**src/rtl/fight_controller.sv**
```systemverilog
// Match sequencer for the two-fighter game: round flow, round clock, win tally
// and cooldown-gated hit arbitration feeding the two health bars.
module fight_controller #(
    parameter int ROUND_TIME     = 99,
    parameter int FRAMES_PER_SEC = 60,
    parameter int INTRO_FRAMES   = 120,
    parameter int KO_FRAMES      = 180,
    parameter int HIT_COOLDOWN   = 20,
    parameter int WINS_NEEDED    = 2,
    parameter int MAX_ROUNDS     = 5
) (
    input  logic       Clk,
    input  logic       Reset_n,
    input  logic       frame_tick,
    input  logic       start,
    input  logic [7:0] ryu_health,
    input  logic [7:0] akuma_health,
    input  logic       ryu_hit_req,
    input  logic       akuma_hit_req,
    output logic       ryu_hit,
    output logic       akuma_hit,
    output logic       health_reset,
    output logic       fight_enable,
    output logic [6:0] timer_secs,
    output logic [2:0] round_num,
    output logic [1:0] ryu_wins,
    output logic [1:0] akuma_wins,
    output logic [1:0] winner,
    output logic [2:0] state
);

    typedef enum logic [2:0] {
        IDLE       = 3'd0,
        INTRO      = 3'd1,
        FIGHT      = 3'd2,
        KO         = 3'd3,
        MATCH_OVER = 3'd4
    } state_e;

    localparam int CNT_MAX1 = (INTRO_FRAMES > KO_FRAMES) ? INTRO_FRAMES : KO_FRAMES;
    localparam int CNT_MAX  = (CNT_MAX1 > FRAMES_PER_SEC) ? CNT_MAX1 : FRAMES_PER_SEC;
    localparam int CNT_W    = (CNT_MAX > 2) ? $clog2(CNT_MAX) : 1;
    localparam int CD_W     = $clog2(HIT_COOLDOWN + 1);

    state_e            state_q, state_d;
    logic [CNT_W-1:0]  cnt_q, cnt_d;
    logic [6:0]        timer_q, timer_d;
    logic [2:0]        round_q, round_d;
    logic [1:0]        ryu_wins_q, ryu_wins_d;
    logic [1:0]        akuma_wins_q, akuma_wins_d;
    logic [1:0]        winner_q, winner_d;
    logic [CD_W-1:0]   ryu_cd_q, ryu_cd_d;
    logic [CD_W-1:0]   akuma_cd_q, akuma_cd_d;
    logic              ryu_hit_q, ryu_hit_d;
    logic              akuma_hit_q, akuma_hit_d;
    logic              health_reset_q, health_reset_d;
    logic              fight_enable_q, fight_enable_d;

    logic              enter_intro;
    logic              ko_now;
    logic              match_done;
    logic [CD_W-1:0]   ryu_cd_dec, akuma_cd_dec;

    // The tick's own decrement is applied before the grant test, so a held
    // request lands again exactly HIT_COOLDOWN ticks after the previous hit.
    assign ryu_cd_dec   = (ryu_cd_q == '0)   ? '0 : ryu_cd_q - CD_W'(1);
    assign akuma_cd_dec = (akuma_cd_q == '0) ? '0 : akuma_cd_q - CD_W'(1);
    assign ko_now       = (ryu_health == 8'd0) || (akuma_health == 8'd0) || (timer_q == 7'd0);
    assign match_done   = (ryu_wins_q == 2'(WINS_NEEDED)) || (akuma_wins_q == 2'(WINS_NEEDED))
                          || (round_q == 3'(MAX_ROUNDS));

    always_comb begin
        state_d        = state_q;
        cnt_d          = cnt_q;
        timer_d        = timer_q;
        round_d        = round_q;
        ryu_wins_d     = ryu_wins_q;
        akuma_wins_d   = akuma_wins_q;
        winner_d       = winner_q;
        ryu_cd_d       = ryu_cd_q;
        akuma_cd_d     = akuma_cd_q;
        ryu_hit_d      = 1'b0;
        akuma_hit_d    = 1'b0;
        health_reset_d = 1'b0;
        enter_intro    = 1'b0;

        case (state_q)
            IDLE, MATCH_OVER: begin
                if (start) begin
                    round_d      = 3'd1;
                    ryu_wins_d   = 2'd0;
                    akuma_wins_d = 2'd0;
                    winner_d     = 2'b00;
                    enter_intro  = 1'b1;
                end
            end
            INTRO: begin
                if (frame_tick) begin
                    if (cnt_q == CNT_W'(INTRO_FRAMES - 1)) begin
                        state_d = FIGHT;
                        cnt_d   = '0;
                    end else begin
                        cnt_d = cnt_q + CNT_W'(1);
                    end
                end
            end
            FIGHT: begin
                if (frame_tick) begin
                    if (ko_now) begin
                        state_d = KO;
                        cnt_d   = '0;
                        if (ryu_health > akuma_health) begin
                            winner_d = 2'b01;
                            if (ryu_wins_q != 2'd3) ryu_wins_d = ryu_wins_q + 2'd1;
                        end else if (akuma_health > ryu_health) begin
                            winner_d = 2'b10;
                            if (akuma_wins_q != 2'd3) akuma_wins_d = akuma_wins_q + 2'd1;
                        end else begin
                            winner_d = 2'b11;
                        end
                    end else begin
                        ryu_cd_d   = ryu_cd_dec;
                        akuma_cd_d = akuma_cd_dec;
                        if (ryu_hit_req && ryu_cd_dec == '0) begin
                            ryu_hit_d = 1'b1;
                            ryu_cd_d  = CD_W'(HIT_COOLDOWN);
                        end
                        if (akuma_hit_req && akuma_cd_dec == '0) begin
                            akuma_hit_d = 1'b1;
                            akuma_cd_d  = CD_W'(HIT_COOLDOWN);
                        end
                        if (cnt_q == CNT_W'(FRAMES_PER_SEC - 1)) begin
                            cnt_d = '0;
                            if (timer_q != 7'd0) timer_d = timer_q - 7'd1;
                        end else begin
                            cnt_d = cnt_q + CNT_W'(1);
                        end
                    end
                end
            end
            KO: begin
                if (frame_tick) begin
                    if (cnt_q == CNT_W'(KO_FRAMES - 1)) begin
                        cnt_d = '0;
                        if (match_done) begin
                            state_d = MATCH_OVER;
                            if (ryu_wins_q > akuma_wins_q)      winner_d = 2'b01;
                            else if (akuma_wins_q > ryu_wins_q) winner_d = 2'b10;
                            else                                winner_d = 2'b11;
                        end else begin
                            round_d     = round_q + 3'd1;
                            enter_intro = 1'b1;
                        end
                    end else begin
                        cnt_d = cnt_q + CNT_W'(1);
                    end
                end
            end
            default: state_d = IDLE;
        endcase

        if (enter_intro) begin
            state_d        = INTRO;
            health_reset_d = 1'b1;
            timer_d        = 7'(ROUND_TIME);
            cnt_d          = '0;
            ryu_cd_d       = '0;
            akuma_cd_d     = '0;
        end

        fight_enable_d = (state_d == FIGHT);
    end

    always_ff @(posedge Clk or negedge Reset_n) begin
        if (!Reset_n) begin
            state_q        <= IDLE;
            cnt_q          <= '0;
            timer_q        <= '0;
            round_q        <= '0;
            ryu_wins_q     <= '0;
            akuma_wins_q   <= '0;
            winner_q       <= '0;
            ryu_cd_q       <= '0;
            akuma_cd_q     <= '0;
            ryu_hit_q      <= 1'b0;
            akuma_hit_q    <= 1'b0;
            health_reset_q <= 1'b0;
            fight_enable_q <= 1'b0;
        end else begin
            state_q        <= state_d;
            cnt_q          <= cnt_d;
            timer_q        <= timer_d;
            round_q        <= round_d;
            ryu_wins_q     <= ryu_wins_d;
            akuma_wins_q   <= akuma_wins_d;
            winner_q       <= winner_d;
            ryu_cd_q       <= ryu_cd_d;
            akuma_cd_q     <= akuma_cd_d;
            ryu_hit_q      <= ryu_hit_d;
            akuma_hit_q    <= akuma_hit_d;
            health_reset_q <= health_reset_d;
            fight_enable_q <= fight_enable_d;
        end
    end

    assign ryu_hit      = ryu_hit_q;
    assign akuma_hit    = akuma_hit_q;
    assign health_reset = health_reset_q;
    assign fight_enable = fight_enable_q;
    assign timer_secs   = timer_q;
    assign round_num    = round_q;
    assign ryu_wins     = ryu_wins_q;
    assign akuma_wins   = akuma_wins_q;
    assign winner       = winner_q;
    assign state        = state_q;

endmodule

```
**config.mk**
```make
export PLATFORM = sky130hd
export DESIGN_NAME = fight_controller
export DESIGN_NICKNAME = d
export VERILOG_FILES = /design/src/rtl/fight_controller.sv
export SDC_FILE = /design/constraint.sdc
export NUM_CORES = 1
export LEC_CHECK = 0
export CORE_MARGIN = 2
export CORE_UTILIZATION = 35
export CTS_CLUSTER_SIZE = 20
export DETAILED_ROUTE_END_ITERATION = 8
export HOLD_SLACK_MARGIN = 0.15
export SLEW_MARGIN = 20
export SYNTH_ARGS = -nofsm -noshare
export SYNTH_HDL_FRONTEND = slang
export SYNTH_SLANG_ARGS = --single-unit
```
**constraint.sdc**
```tcl
create_clock -name Clk -period 6.75 [get_ports Clk]
set_input_delay 0.675 -clock Clk [delete_from_list [all_inputs] [get_ports Clk]]
set_output_delay 0.675 -clock Clk [all_outputs]
set_load 0.02 [all_outputs]
```
Word level (Yosys, flattened, before mapping)
Cells that the tools add are included.
- flip-flop bits (word level): 41
- logic and storage cells: 161
- output and inout bits: 23
- memories kept: 0
- bits of input ports: 22
- bits in latches: 0
- ROM bits: 0
- bits in writable memories: 0
- shift-type cells: 0
- multiply operators: 0
- divide/modulo/power cells: 0
- bitwise gates (word level): 0
- order comparisons: 4
- reduce and logical (&&, ||, !) cells: 31
- equal/unequal tests: 29
- $add $sub $neg: 7
- muxes and demuxes: 77
- operators with widths (kind ; count):
    8-bit 2-to-1 mux ; 8
    5-bit 2-to-1 mux ; 12
    7-bit 2-to-1 mux ; 6
    3-bit 2-to-1 mux ; 12
    2-bit 2-to-1 mux ; 17
    2-bit != test (second input constant) ; 15
    8-bit case mux with 3 select lines ; 1
    5-bit zero test ; 4
    8-bit > comparator ; 2
    8-bit zero test ; 2
    1-bit 2-to-1 mux ; 15
    7-bit AND reduction ; 2
    3-bit case mux with 4 select lines ; 1
    2-bit nonzero test ; 6
    5-bit AND reduction ; 2
    5-bit by 1-bit subtractor with 5-bit output (second input constant) ; 2
    3-bit by 2-bit equality test with 1-bit output (second input constant) ; 3
    3-bit != test (second input constant) ; 3
    8-bit by 1-bit adder with 8-bit output (second input constant) ; 1
    8-bit by 6-bit equality test with 1-bit output (second input constant) ; 1
    8-bit by 7-bit equality test with 1-bit output (second input constant) ; 1
    8-bit equality test (second input constant) ; 1
    2-bit case mux with 2 select lines ; 2
    7-bit zero test ; 1
    20 further kinds ; 28

Logic depth before layout (Yosys ltp)
- word-level depth: 9
- mapped depth: 10

Worst setup path after synthesis
OpenSTA, ideal clock, no wires.
- kind: flip-flop to flip-flop
- from: register akuma_wins_q[0], in the netlist akuma_wins[0]
- to: register cnt_q[7]
- cell stages (with the launch flop): 11
- arrival time: 2.248 ns
- path buffers: 0
- slack: 4.439 ns
- cell sequence: dfrtp_1 -> inv_1 -> ha_1 -> a211o_1 -> nor4_4 -> nor2_4 -> clkinv_4 -> nor2_4 -> or3_1 -> a21oi_1 -> a21o_1
- word-level cells in the longest chain between the ends: 9
- ends and longest elaborated chain (element ; line ; source):
    from (decl) ; 50 ; logic [1:0] akuma_wins_q, akuma_wins_d;
    from (signal assigned) ; 195 ; akuma_wins_q <= akuma_wins_d;
    2-bit equality test * ; 69 ; assign match_done = (ryu_wins_q == 2'(WINS_NEEDED)) || (akuma_wins_q == 2'(WINS_NEEDED))
    1-bit logical OR * ; 69 ;
    1-bit logical OR * ; 70 ; || (round_q == 3'(MAX_ROUNDS));
    1-bit 2-to-1 mux * ; 145 ; if (match_done) begin
    1-bit 2-to-1 mux * ; 143 ; if (cnt_q == CNT_W'(KO_FRAMES - 1)) begin
    1-bit 2-to-1 mux * ; 142 ; if (frame_tick) begin
    1-bit case mux with 2 select lines * ; 87 ; case (state_q)
    named net enter_intro ; 59 ; logic enter_intro;
    3-bit != test (no line) or 4-bit nonzero test (tied branches) ; -- ;
    4-bit AND reduction (no line) ; -- ;
    to (signal assigned) ; 191 ; cnt_q <= cnt_d;
    to (decl) ; 46 ; logic [CNT_W-1:0] cnt_q, cnt_d;
The timed path passes the listed nets; every way through them passes the cells marked *.
A chain may end at the register's enable or synchronous reset.

Final worst setup path
- from: input ryu_health[4]
- to: register ryu_wins_q[1], in the netlist ryu_wins[1]
- word-level cells in the longest chain between the ends: 5
- ends and longest elaborated chain (element ; line ; source):
    from (decl) ; 16 ; input logic [7:0] ryu_health,
    parallel branches: the longest is 4 deep, another holds 8-bit > comparator ; -- ;
    6-bit AND reduction (no line) * ; -- ;
    to (signal assigned) ; 194 ; ryu_wins_q <= ryu_wins_d;
    to (decl) ; 49 ; logic [1:0] ryu_wins_q, ryu_wins_d;
Every way passes the cells marked *.

==> key figures <==
Outcome
  – Status: completed

STA
  – Clock skew: a little under 8 ps
  – RSZ-0062 raised after global routing: no
  – Max Clock Freq: about 380 MHz
  – Final Setup Violations: 0
  – Crit share post-route: 38.9%
  – Relative slew slack: 38.6%
  – Slew Viols, Final: 0
  – Worst Hold Margin: between 400 and 500 ps
  – Worst slew pin tran: 922 ps
  – Fin. Hold Viols: 0
  – Setup TNS: 0 ps
  – Minimum clock period: 2620 ps

Setup path
  – Worst Path Max Fanout: 4
  – Critical path startpoint: ryu_health[4]
  – CP Capture Type: flip-flop
  – Worst path cell trace: clkdlybuf4s50_1 -> nor4_1 -> nand2_1 -> a31oi_1 -> nand2_1 -> nor4_1 -> mux2i_1
  – Reg2reg start: cnt_q[0]
  – Critical Path AT: 2840 ps
  – Setup crit start kind: primary input
  – Delay of the slowest cell on the worst path: roughly 560 ps
  – Crit path kind: in2reg
  – Crit path max-delay cell type: nor4_1
  – CP required: about 7000 ps

Clocking
  – Post-CTS Setup Bufs: 0
  – CTS hold repair buffers: 0
  – Clock Sinks: 41
  – CTS root buf: clkbuf_8
  – Clock Latency Late Sink: approximately 290 ps
  – Clock-pin transition on the worst setup and hold timing paths: 80 ps
  – CTS resizes: 0
  – CTS Buf Count: 5
  – CTS tree: yes
  – Max H-tree Level: 2
  – Max Buffers Root-to-Sink: 2

Final layout
  – Layout cells sized above 1: under 10%
  – Area Growth Syn to Fin: 25.3%
  – Multi-input gate area: around 0.0014 mm2
  – Commonest non-fill, non-tap cells in the layout: clkdlybuf4s50_1, dfrtp_1, nand2_1, nor2_1, inv_1
  – Register Area: 0.00103 mm2
  – Ant diodes: 0
  – Most common cell after layout, fill and taps aside: clkdlybuf4s50_1
  – Final #Nets: around 380
  – Fillers: around 710

Global routing
  – Vias in the first global route: around 2k
  – Gr ovfl total: 0
  – Initial antenna violation count: 0
  – Largest net degree at the start of global routing: 42
  – First-pass GRT wire length: ~9600 um
  – GRT Total Usage: ~15%

Logic synthesis
  – Netlist cell types: 47
  – Async S/R FF share, synth: 100%
  – Post-synth EDFFs: 0
  – FF+latch count, synth: 41
  – Yosys warnings: 0
  – Syn Area/Cell: 8.86 um2
  – Post-Synthesis Cells: between 200 and 300
  – Synthesized area: approximately 0.0025 mm2
  – Sequential cell area fraction in the yosys report: roughly 40%
  – Post-synth net total: ~330
  – Predominant post-synthesis flop cell: dfrtp_1

Place
  – GP Congestion: between 0.8 and 0.9
  – Hpwl dp: 4400 um
  – I/O Buffers: between 40 and 50

Power
  – Leakage: 1.45 nW
  – Clock share of power: between 30% and 40%
  – Sw frac: approximately a quarter
  – Logic pwr share: a little under an eighth
  – Net Switching: around 0.14 mW
  – Internal: about 0.40 mW
  – Power, Total: around 0.54 mW
  – Flop pwr share: 51.6%
  – Pwr dens: between 150 and 200 mW/mm2
  – Worst VDD drop: around 0.08 mV

Die
  – Core ar.: ~0.0071 mm2
  – Die area: around 0.0080 mm2
  – Row count: 31
  – Die Wd: approximately 89 um
  – IO Count: 45
  – Die Height: roughly 89 um
  – Starting Density: between 30% and 40%

Drt
  – Total wire length: between 5000 and 6000 um
  – Via count: ~2.2k
  – Post-route DRC: 0
  – Pre-antenna DRT Iters: 4
  – 1st-iter DRT viols: roughly 110
  – DR WL/cell: roughly 13 um
  – Antenna-violating nets left: 0
  – Avg Vias per Cell: 5.06

Worst hold path
  – Worst min path class: reg2reg
  – Hold Crit Start: winner[1]

Job
  – Max-cap viol count: 0
==> registers in the layout, indices dropped and copies added (netlist names) <==
| name | cells |
|---|---|
| akuma_hit | 1 |
| timer_secs | 7 |
| ryu_hit | 1 |
| health_reset | 1 |
| cnt_q | 8 |
| round_num | 3 |
| state | 3 |
| fight_enable | 1 |
| ryu_wins | 2 |
| ryu_cd_q | 5 |
| akuma_cd_q | 5 |
| akuma_wins | 2 |
| winner | 2 |
==> logic make-up (layout without fill, tap and decap cells) <==
| logic type | after synthesis | in the layout | share of synthesized area, % |
|---|---|---|---|
| xor+xnor | 9 | 9 | 3.10 |
| flops | 41 | 41 | 40.4 |
| simple gates | 121 | 121 | 24.8 |
| mux | 8 | 8 | 3.30 |
| buf+inv | 31 | 77 | 4.82 |
| compound gates | 57 | 57 | 13.8 |
| fa+ha+maj | 20 | 20 | 9.84 |
==> per-stage QoR <==
stage	worst slack [ps]	utilization (%)	cells	instance area (um2)
3_3_place_gp	3790	43.2	425	3080
5_1_grt	3940	44.6	432	3190
6_report	4130	44.6	432	3190
2_1_floorplan	4440	-	287	2540
4_1_cts	4100	44.6	432	3190
3_5_place_dp	3800	43.2	425	3080
==> worst paths after layout <==
| kind | slack (ps) | to | cells after the start |
|---|---|---|---|
| setup reg to reg | 4350 | cnt_q[7] | 9 |
| setup / recovery | 4130 | ryu_wins[1] | 7 |
| hold reg to reg | 490 | winner[1] | 2 |
| max in group asynchronous | 5670 | winner[0] | 1 |
| hold / removal | 490 | winner[1] | 2 |
| min in group asynchronous | 510 | akuma_cd_q[4] | 1 |
==> layer usage <==
layer,global-route usage (%),up-vias,wire [um]
met3,2.95,6,198
li1,-,1094,-
met1,22.0,1044,2770
met5,0,-,0
met4,3.53,0,59
met2,23.9,41,2720
==> synth_stat cells, drive strengths merged, types with 3 or more instances <==
cell type / n / area, um2
nand4b: 3 / 32.5
nor3: 9 / 45.0
and2: 3 / 18.8
ha: 20 / 250
or2: 3 / 18.8
inv: 25 / 93.8
dfrtp: 41 / 1030
nand2: 32 / 120
nand2b: 4 / 25.0
o31ai: 4 / 30.0
mux2: 3 / 33.8
nor2: 33 / 139
a21o: 3 / 22.5
nand4: 6 / 37.5
o21ai: 20 / 100
nor4: 6 / 52.6
and3: 3 / 18.8
a21oi: 13 / 65.1
o211ai: 4 / 30.0
nand3: 9 / 45.0
clkbuf: 4 / 15.0
mux2i: 5 / 50.1
xor2: 8 / 70.1
==> critical path, delay by kind of cell <==
family / cells / cell delay (ps)
and+or+nand+nor: 4 / 1260
muxes: 1 / 240
buffers and inverters: 1 / 430
AOI/OAI and AO/OA: 1 / 240
==> layout make-up <==
| class | count | area share, % |
|---|---|---|
| multi-input cells | 215 | 43.8 |
| clock inverters | 2 | 1.10 |
| clock buffers | 5 | 2.16 |
| well taps | 99 | 3.89 |
| inverters | 26 | 3.22 |
| flip-flops and latches | 41 | 32.2 |
| repair buffers | 44 | 13.7 |
==> power by group through the flow <==
stage          clock [mW]  sequential (mW)  combinational (mW)
3_5_place_dp            0            0.282              0.0656
2_1_floorplan           0            0.275              0.0389
3_3_place_gp            0            0.281              0.0636
6_report            0.195            0.277              0.0644
5_1_grt             0.209            0.280              0.0721
4_1_cts             0.202            0.277              0.0657
(Power assumes the default switching activity.)
